## config.mk

```make
export PLATFORM = sky130hd
export DESIGN_NAME = des_key_scheduler
export DESIGN_NICKNAME = d
export VERILOG_FILES = /design/src/rtl/des_key_scheduler_pkg.sv /design/src/rtl/des_key_rotator.sv /design/src/rtl/des_pc1.sv /design/src/rtl/des_pc2.sv /design/src/rtl/des_key_scheduler.sv
export SDC_FILE = /design/constraint.sdc
export NUM_CORES = 1
export LEC_CHECK = 0
export CAP_MARGIN = 20
export CORE_MARGIN = 2
export CORE_UTILIZATION = 50
export CTS_BUF_LIST = sky130_fd_sc_hd__clkbuf_16
export DETAILED_ROUTE_END_ITERATION = 8
export DONT_BUFFER_PORTS = 1
export HOLD_SLACK_MARGIN = 0.02
export PLACE_DENSITY = 0.77
export SYNTH_ARGS = -nofsm -noshare
export SYNTH_HDL_FRONTEND = slang
export SYNTH_HIERARCHICAL = 1
export SYNTH_SLANG_ARGS = --single-unit
```

## constraint.sdc

```tcl
create_clock -name clk -period 3.75 [get_ports clk]
set_input_delay 0.375 -clock clk [delete_from_list [all_inputs] [get_ports clk]]
set_output_delay 0.375 -clock clk [all_outputs]
set_load 0.05 [all_outputs]
```

## src/rtl/des_key_scheduler_pkg.sv

```systemverilog
// rtl/des_key_scheduler_pkg.sv - shared constants, types and rotate schedule for the DES key scheduler
package des_key_scheduler_pkg;

  localparam int NUM_ROUNDS = 16;
  localparam int RND_W      = 5;

  localparam logic [RND_W-1:0] LAST_ROUND   = RND_W'(NUM_ROUNDS);
  localparam logic [RND_W-1:0] SUB_IDX_BASE = RND_W'(NUM_ROUNDS + 1);

  typedef enum logic {
    IDLE = 1'b0,
    RUN  = 1'b1
  } state_t;

  typedef enum logic {
    ROT_LEFT  = 1'b0,
    ROT_RIGHT = 1'b1
  } rot_dir_t;

  // SHIFT_SCHED {1,1,2,2,2,2,2,2,1,2,2,2,2,2,2,1}, indexed by DES round 1..16
  function automatic logic [1:0] shift_sched(input logic [RND_W-1:0] rnd);
    logic [1:0] amt;
    case (rnd)
      5'd1, 5'd2, 5'd9, 5'd16: amt = 2'd1;
      default:                 amt = 2'd2;
    endcase
    return amt;
  endfunction

endpackage

```

## src/rtl/des_key_rotator.sv

```systemverilog
// rtl/des_key_rotator.sv - rotates the 28-bit C and D halves left or right by 1 or 2
module des_key_rotator
  import des_key_scheduler_pkg::*;
(
  input  logic [27:0] c_in,
  input  logic [27:0] d_in,
  input  logic [1:0]  amt,
  input  rot_dir_t    dir,
  output logic [27:0] c_out,
  output logic [27:0] d_out
);

  // Bit 1 of a half is the MSB here, so a DES left rotate moves bits toward [27]
  always_comb begin
    c_out = c_in;
    d_out = d_in;
    if (dir == ROT_LEFT) begin
      if (amt == 2'd2) begin
        c_out = {c_in[25:0], c_in[27:26]};
        d_out = {d_in[25:0], d_in[27:26]};
      end else begin
        c_out = {c_in[26:0], c_in[27]};
        d_out = {d_in[26:0], d_in[27]};
      end
    end else begin
      if (amt == 2'd2) begin
        c_out = {c_in[1:0], c_in[27:2]};
        d_out = {d_in[1:0], d_in[27:2]};
      end else begin
        c_out = {c_in[0], c_in[27:1]};
        d_out = {d_in[0], d_in[27:1]};
      end
    end
  end

endmodule

```

## src/rtl/des_pc1.sv

```systemverilog
// rtl/des_pc1.sv - DES permuted choice 1: 64-bit key to 56-bit C/D (parity bits dropped)
module des_pc1 (
  input  logic [63:0] key,
  output logic [55:0] cd
);

  // Entry i names the key bit (1 = MSB) that lands in output bit i+1 (1 = MSB)
  localparam int PC1_TBL [56] = '{
    57, 49, 41, 33, 25, 17,  9,  1, 58, 50, 42, 34, 26, 18,
    10,  2, 59, 51, 43, 35, 27, 19, 11,  3, 60, 52, 44, 36,
    63, 55, 47, 39, 31, 23, 15,  7, 62, 54, 46, 38, 30, 22,
    14,  6, 61, 53, 45, 37, 29, 21, 13,  5, 28, 20, 12,  4
  };

  for (genvar i = 0; i < 56; i++) begin : g_bit
    assign cd[55-i] = key[64-PC1_TBL[i]];
  end

endmodule

```

## src/rtl/des_pc2.sv

```systemverilog
// rtl/des_pc2.sv - DES permuted choice 2: 56-bit C/D to 48-bit round subkey
module des_pc2 (
  input  logic [55:0] cd,
  output logic [47:0] subkey
);

  // Entry i names the C/D bit (1 = MSB of C) that lands in subkey bit i+1 (1 = MSB)
  localparam int PC2_TBL [48] = '{
    14, 17, 11, 24,  1,  5,  3, 28, 15,  6, 21, 10,
    23, 19, 12,  4, 26,  8, 16,  7, 27, 20, 13,  2,
    41, 52, 31, 37, 47, 55, 30, 40, 51, 45, 33, 48,
    44, 49, 39, 56, 34, 53, 46, 42, 50, 36, 29, 32
  };

  for (genvar i = 0; i < 48; i++) begin : g_bit
    assign subkey[47-i] = cd[56-PC2_TBL[i]];
  end

endmodule

```

## src/rtl/des_key_scheduler.sv

```systemverilog
// rtl/des_key_scheduler.sv - iterative DES round-key scheduler, one subkey per handshake
module des_key_scheduler
  import des_key_scheduler_pkg::*;
(
  input  logic        clk,
  input  logic        reset,
  input  logic [63:0] key_in,
  input  logic        decrypt,
  input  logic        key_valid,
  output logic        key_ready,
  input  logic        abort,
  output logic [47:0] subkey,
  output logic [4:0]  subkey_idx,
  output logic        subkey_last,
  output logic        subkey_valid,
  input  logic        subkey_ready,
  output logic        busy
);

  state_t           state_q, state_d;
  logic [RND_W-1:0] round_q, round_d;
  logic [55:0]      cd_q, cd_d;
  logic             mode_q, mode_d;

  logic [55:0]      pc1_key;
  logic [55:0]      rot_in;
  logic [55:0]      rot_out;
  logic [1:0]       rot_amt;
  rot_dir_t         rot_dir;

  des_pc1 u_pc1 (
    .key (key_in),
    .cd  (pc1_key)
  );

  des_pc2 u_pc2 (
    .cd     (cd_q),
    .subkey (subkey)
  );

  des_key_rotator u_rot (
    .c_in  (rot_in[55:28]),
    .d_in  (rot_in[27:0]),
    .amt   (rot_amt),
    .dir   (rot_dir),
    .c_out (rot_out[55:28]),
    .d_out (rot_out[27:0])
  );

  // One rotator serves both jobs: rotl1 of the fresh PC1 value in IDLE, the next-round step in RUN
  always_comb begin
    rot_in  = pc1_key;
    rot_amt = 2'd1;
    rot_dir = ROT_LEFT;
    if (state_q == RUN) begin
      rot_in = cd_q;
      if (mode_q) begin
        rot_amt = shift_sched(SUB_IDX_BASE - round_q);
        rot_dir = ROT_RIGHT;
      end else begin
        rot_amt = shift_sched(round_q + 5'd1);
      end
    end
  end

  // Next state: key capture in IDLE, advance on handshake in RUN; abort beats the final handshake
  always_comb begin
    state_d = state_q;
    round_d = round_q;
    cd_d    = cd_q;
    mode_d  = mode_q;
    case (state_q)
      IDLE: begin
        if (key_valid) begin
          state_d = RUN;
          round_d = 5'd1;
          mode_d  = decrypt;
          // Decrypt starts from C16/D16, which equals PC1 since the shifts total 28
          cd_d    = decrypt ? pc1_key : rot_out;
        end
      end
      RUN: begin
        if (abort) begin
          state_d = IDLE;
          round_d = '0;
        end else if (subkey_ready) begin
          if (round_q == LAST_ROUND) begin
            state_d = IDLE;
            round_d = '0;
          end else begin
            round_d = round_q + 5'd1;
            cd_d    = rot_out;
          end
        end
      end
      default: begin
        state_d = IDLE;
        round_d = '0;
      end
    endcase
  end

  // State, round counter, C/D halves and latched mode
  always_ff @(posedge clk or posedge reset) begin
    if (reset) begin
      state_q <= IDLE;
      round_q <= '0;
      cd_q    <= '0;
      mode_q  <= 1'b0;
    end else begin
      state_q <= state_d;
      round_q <= round_d;
      cd_q    <= cd_d;
      mode_q  <= mode_d;
    end
  end

  assign key_ready    = (state_q == IDLE);
  assign subkey_valid = (state_q == RUN);
  assign busy         = (state_q == RUN);
  assign subkey_idx   = (state_q == RUN) ? (mode_q ? (SUB_IDX_BASE - round_q) : round_q) : '0;
  assign subkey_last  = (state_q == RUN) && (round_q == LAST_ROUND);

endmodule

```

==> flow_summary.rst <==
.. list-table::
   :header-rows: 1

   * - Metric
     - Value
   * - Static Leakage
     - 2.03 nW
   * - Cell types with the largest area share after synthesis
     - dfrtp_1 25%, mux4_2 19%, buf_4 13%, mux2_2 10%, mux2i_1 9.6%
   * - Half-perimeter wire length of the detailed placement result
     - 8910 um
   * - Worst slack at placement
     - 0.240 ns
   * - Sequential fraction of design power
     - 44.7%
   * - Final worst path period need
     - 3.45 ns
   * - Crit path launch
     - round_q[1]
   * - Average routed wire per standard cell
     - 20.8 um
   * - Synth area leader
     - dfrtp_1
   * - Global Route met1 Usage
     - 24.1%
   * - Transition time at the pin with the least slew margin
     - 0.896 ns
   * - Number of hold violations in the final report
     - 0
   * - Clock Skews
     - 0.00497 ns
   * - Power per standard cell area
     - 741 nW/um^2
   * - Setup repair after global routing missed its margin
     - no
   * - Leading cell type by number of instances after synthesis
     - buf_4
   * - Number of warnings issued by yosys
     - 6
   * - Post-synthesis sequential area ratio
     - 25.2%
   * - Number of nets at the end of the flow
     - 515
   * - Top achievable clock speed
     - 290 MHz
   * - Global placer's final weighted congestion
     - 0.783
   * - Final Worst Setup Slack
     - 0.299 ns
   * - Max-cap viol count
     - 0
   * - CTS tree
     - yes
   * - Cells resized by post-CTS repair
     - 0
   * - Total gr overflow
     - 0
   * - CP max FO
     - 28
   * - ANT cells
     - 0
   * - Gate count of the mapped netlist
     - 561
   * - Most instantiated flip-flop cell in the synthesis netlist
     - dfrtp_1
   * - Synth Area per Inst
     - 11.1 um^2
   * - Total number of vias
     - 3750
   * - Via count of the first global-routing pass
     - 4053
   * - Fraction of power consumed by combinational cells
     - 38.5%
   * - Number of antenna violations at the first check in global routing
     - 0
   * - Power Internal
     - 2.19 mW
   * - Detailed Route Iter0 Violations
     - 168
   * - Required time at the endpoint of the critical path
     - 3.96 ns
   * - Arrival @ worst endpoint
     - 3.66 ns
   * - Switching share of power
     - 48.7%
   * - Global-route wire length before repair
     - 21000 um
   * - Die height
     - 116 um
   * - Global-route track usage on met2
     - 34.0%
   * - Post-synthesis to final-layout area growth
     - -7.67%
   * - Starting Density
     - 51.6%
   * - Final wirelength
     - 12700 um
   * - Met3 demand-to-capacity share in global routing
     - 7.90%
   * - Type of destination of the critical path
     - flip-flop
   * - Relative max-transition margin
     - 40.2%
   * - Share of the clock period used by the worst path after layout
     - 92.0%
   * - Clock-pin slew of the registers on the worst-case setup and hold paths
     - 0.05 ns
   * - Area of the core
     - 12100 um^2
   * - Clock Sink Count
     - 63
   * - Crit Path Category
     - reg2reg
   * - Leading cell types by count after synthesis
     - 110 x buf_4, 63 x dfrtp_1, 62 x nor2_1
   * - Proportion of layout cells with a drive suffix above 1
     - 38.5%
   * - VDD IR max
     - 0.422 mV
   * - CTS hold repair buffers
     - 0
   * - Aggregate negative setup slack
     - 0 ns
   * - Reg-to-reg startpoint
     - round_q[1]
   * - Share of the core filled with cells
     - 47.6%
   * - Number of nets produced by synthesis
     - 637
   * - Fill count
     - 1132
   * - H-tree depth
     - 3
   * - Syn Std Cell Area
     - 6250 um^2
   * - Total I/O pin count
     - 127
   * - Final count of negative-setup-slack endpoints
     - 0
   * - Port Buf Inserts
     - 0
   * - Num CTS Buffers
     - 9
   * - Pin count of the biggest net entering global routing
     - 58
   * - Share of flip-flops with an asynchronous set or reset after synthesis
     - 100%
   * - Insertion delay to the later sink of the worst-skew pair
     - 0.33 ns
   * - Post-synth top area share
     - 25.2%
   * - Number of design rule violations left after detail routing
     - 0
   * - Post-DRT Antenna Nets
     - 0
   * - Number of post-CTS setup repair buffers
     - 0
   * - Path type of the worst min-delay path
     - in2async
   * - Result of the run
     - finished clean
   * - Number of enable flip-flop cells after synthesis
     - 0
   * - Die area
     - 13400 um^2
   * - Clock tree root buffer cell
     - clkbuf_16
   * - Width of the die
     - 116 um
   * - Unique masters post-synth
     - 41
   * - Number of synthesized register bits
     - 63
   * - Net Sw Power
     - 2.08 mW
   * - Number of max-slew violations in the final report
     - 0
   * - Via-to-Cell Ratio
     - 6.15
   * - Proportion of power drawn by the clock network
     - 16.8%
   * - Bufs on Longest Clock Path
     - 2
   * - Placement Rows
     - 40
   * - GRT Resource Usage Total
     - 20.1%
   * - Global route hottest layer
     - met2
   * - First-pass iteration count of the detailed router
     - 4
   * - Startpoint types
     - flip-flop
-- per-stage QoR --
| step | cells | hold slack [ns] | power, mW | instance area [um^2] |
|---|---|---|---|---|
| 4_1_cts | 610 | 0.138 | 4.31 | 5770 |
| 6_report | 610 | 0.118 | 4.28 | 5770 |
| 2_1_floorplan | 561 | 0.473 | 3.63 | 6250 |
| 3_5_place_dp | 596 | 0.495 | 3.58 | 5520 |
| 3_3_place_gp | 596 | 0.488 | 3.50 | 5520 |
| 5_1_grt | 610 | 0.137 | 4.54 | 5770 |
-- registers in the layout, summed over array words and instances, names as in the netlist --
name     flops
cd_q        56
round_q      5
busy         1
mode_q       1
-- path summary, 6_finish.rpt --
kind                                    to  slack [ns]  cells after the start
min in group clk                round_q[1]        0.15                      1
worst max register to register    cd_q[55]        0.30                     11
worst min register to register    cd_q[47]        0.51                      2
worst max-delay path              cd_q[55]        0.30                     11
max in group asynchronous         cd_q[48]        2.76                      2
worst min-delay path               cd_q[7]        0.12                      1
-- power by group through the flow --
stage / Clock [mW] / Combinational [mW] / Sequential, mW
after floorplan: 0 / 2.55 / 1.08
after global placement: 0 / 1.59 / 1.91
after detailed placement: 0 / 1.65 / 1.93
after CTS: 0.740 / 1.66 / 1.92
after global routing: 0.777 / 1.80 / 1.96
final: 0.717 / 1.65 / 1.91
-- layout by cell type (no fill, tap or decap), types with 9 or more instances in the layout --
master	count
mux4_2	54
nor2_1	62
mux2i_1	60
dfrtp_1	62
a21oi_2	24
buf_4	11
a21oi_1	35
clkbuf_16	9
mux2_2	57
-- kinds of logic after synthesis --
logic type | after synthesis | share of synthesized area (%)
mux | 173 | 40.2
buf+inv | 153 | 18.2
fa+ha+maj | 6 | 1.20
simple gates | 87 | 6.69
flops | 63 | 25.2
compound gates | 71 | 7.37
xor+xnor | 8 | 1.12
-- critical path, stage by stage, from the launching register on --
cell and delay [ns]:
dfrtp_1 0.46, ha_2 0.31, nand3_1 0.15, xor2_1 0.22
mux2i_1 0.21, a2111oi_0 0.11, or4_1 0.57, nor2b_4 0.20
buf_12 0.24, mux4_1 0.57, mux2i_1 0.19, a21oi_2 0.07
-- routing by layer --
layer  part of all wire, %  wire [um]  vias up
li1                      -          -     1686
met1                    39       5000     1936
met2                    51       6500      114
met3                   7.9       1000       14
met4                   1.5        187        0
met5                     0          0        -
-- final cells by class --
cell class / instances / area (um^2) / area share, %
multi-input combinational: 345 / 3550 / 61.6
tap: 168 / 210 / 3.64
sequential: 63 / 1580 / 27.4
timing repair buffer: 15 / 163 / 2.82
clock inverter: 5 / 20.0 / 0.347
clock buffer: 9 / 225 / 3.90
inverter: 5 / 18.8 / 0.325
Note: power is estimated with default switching activity, not from simulation.
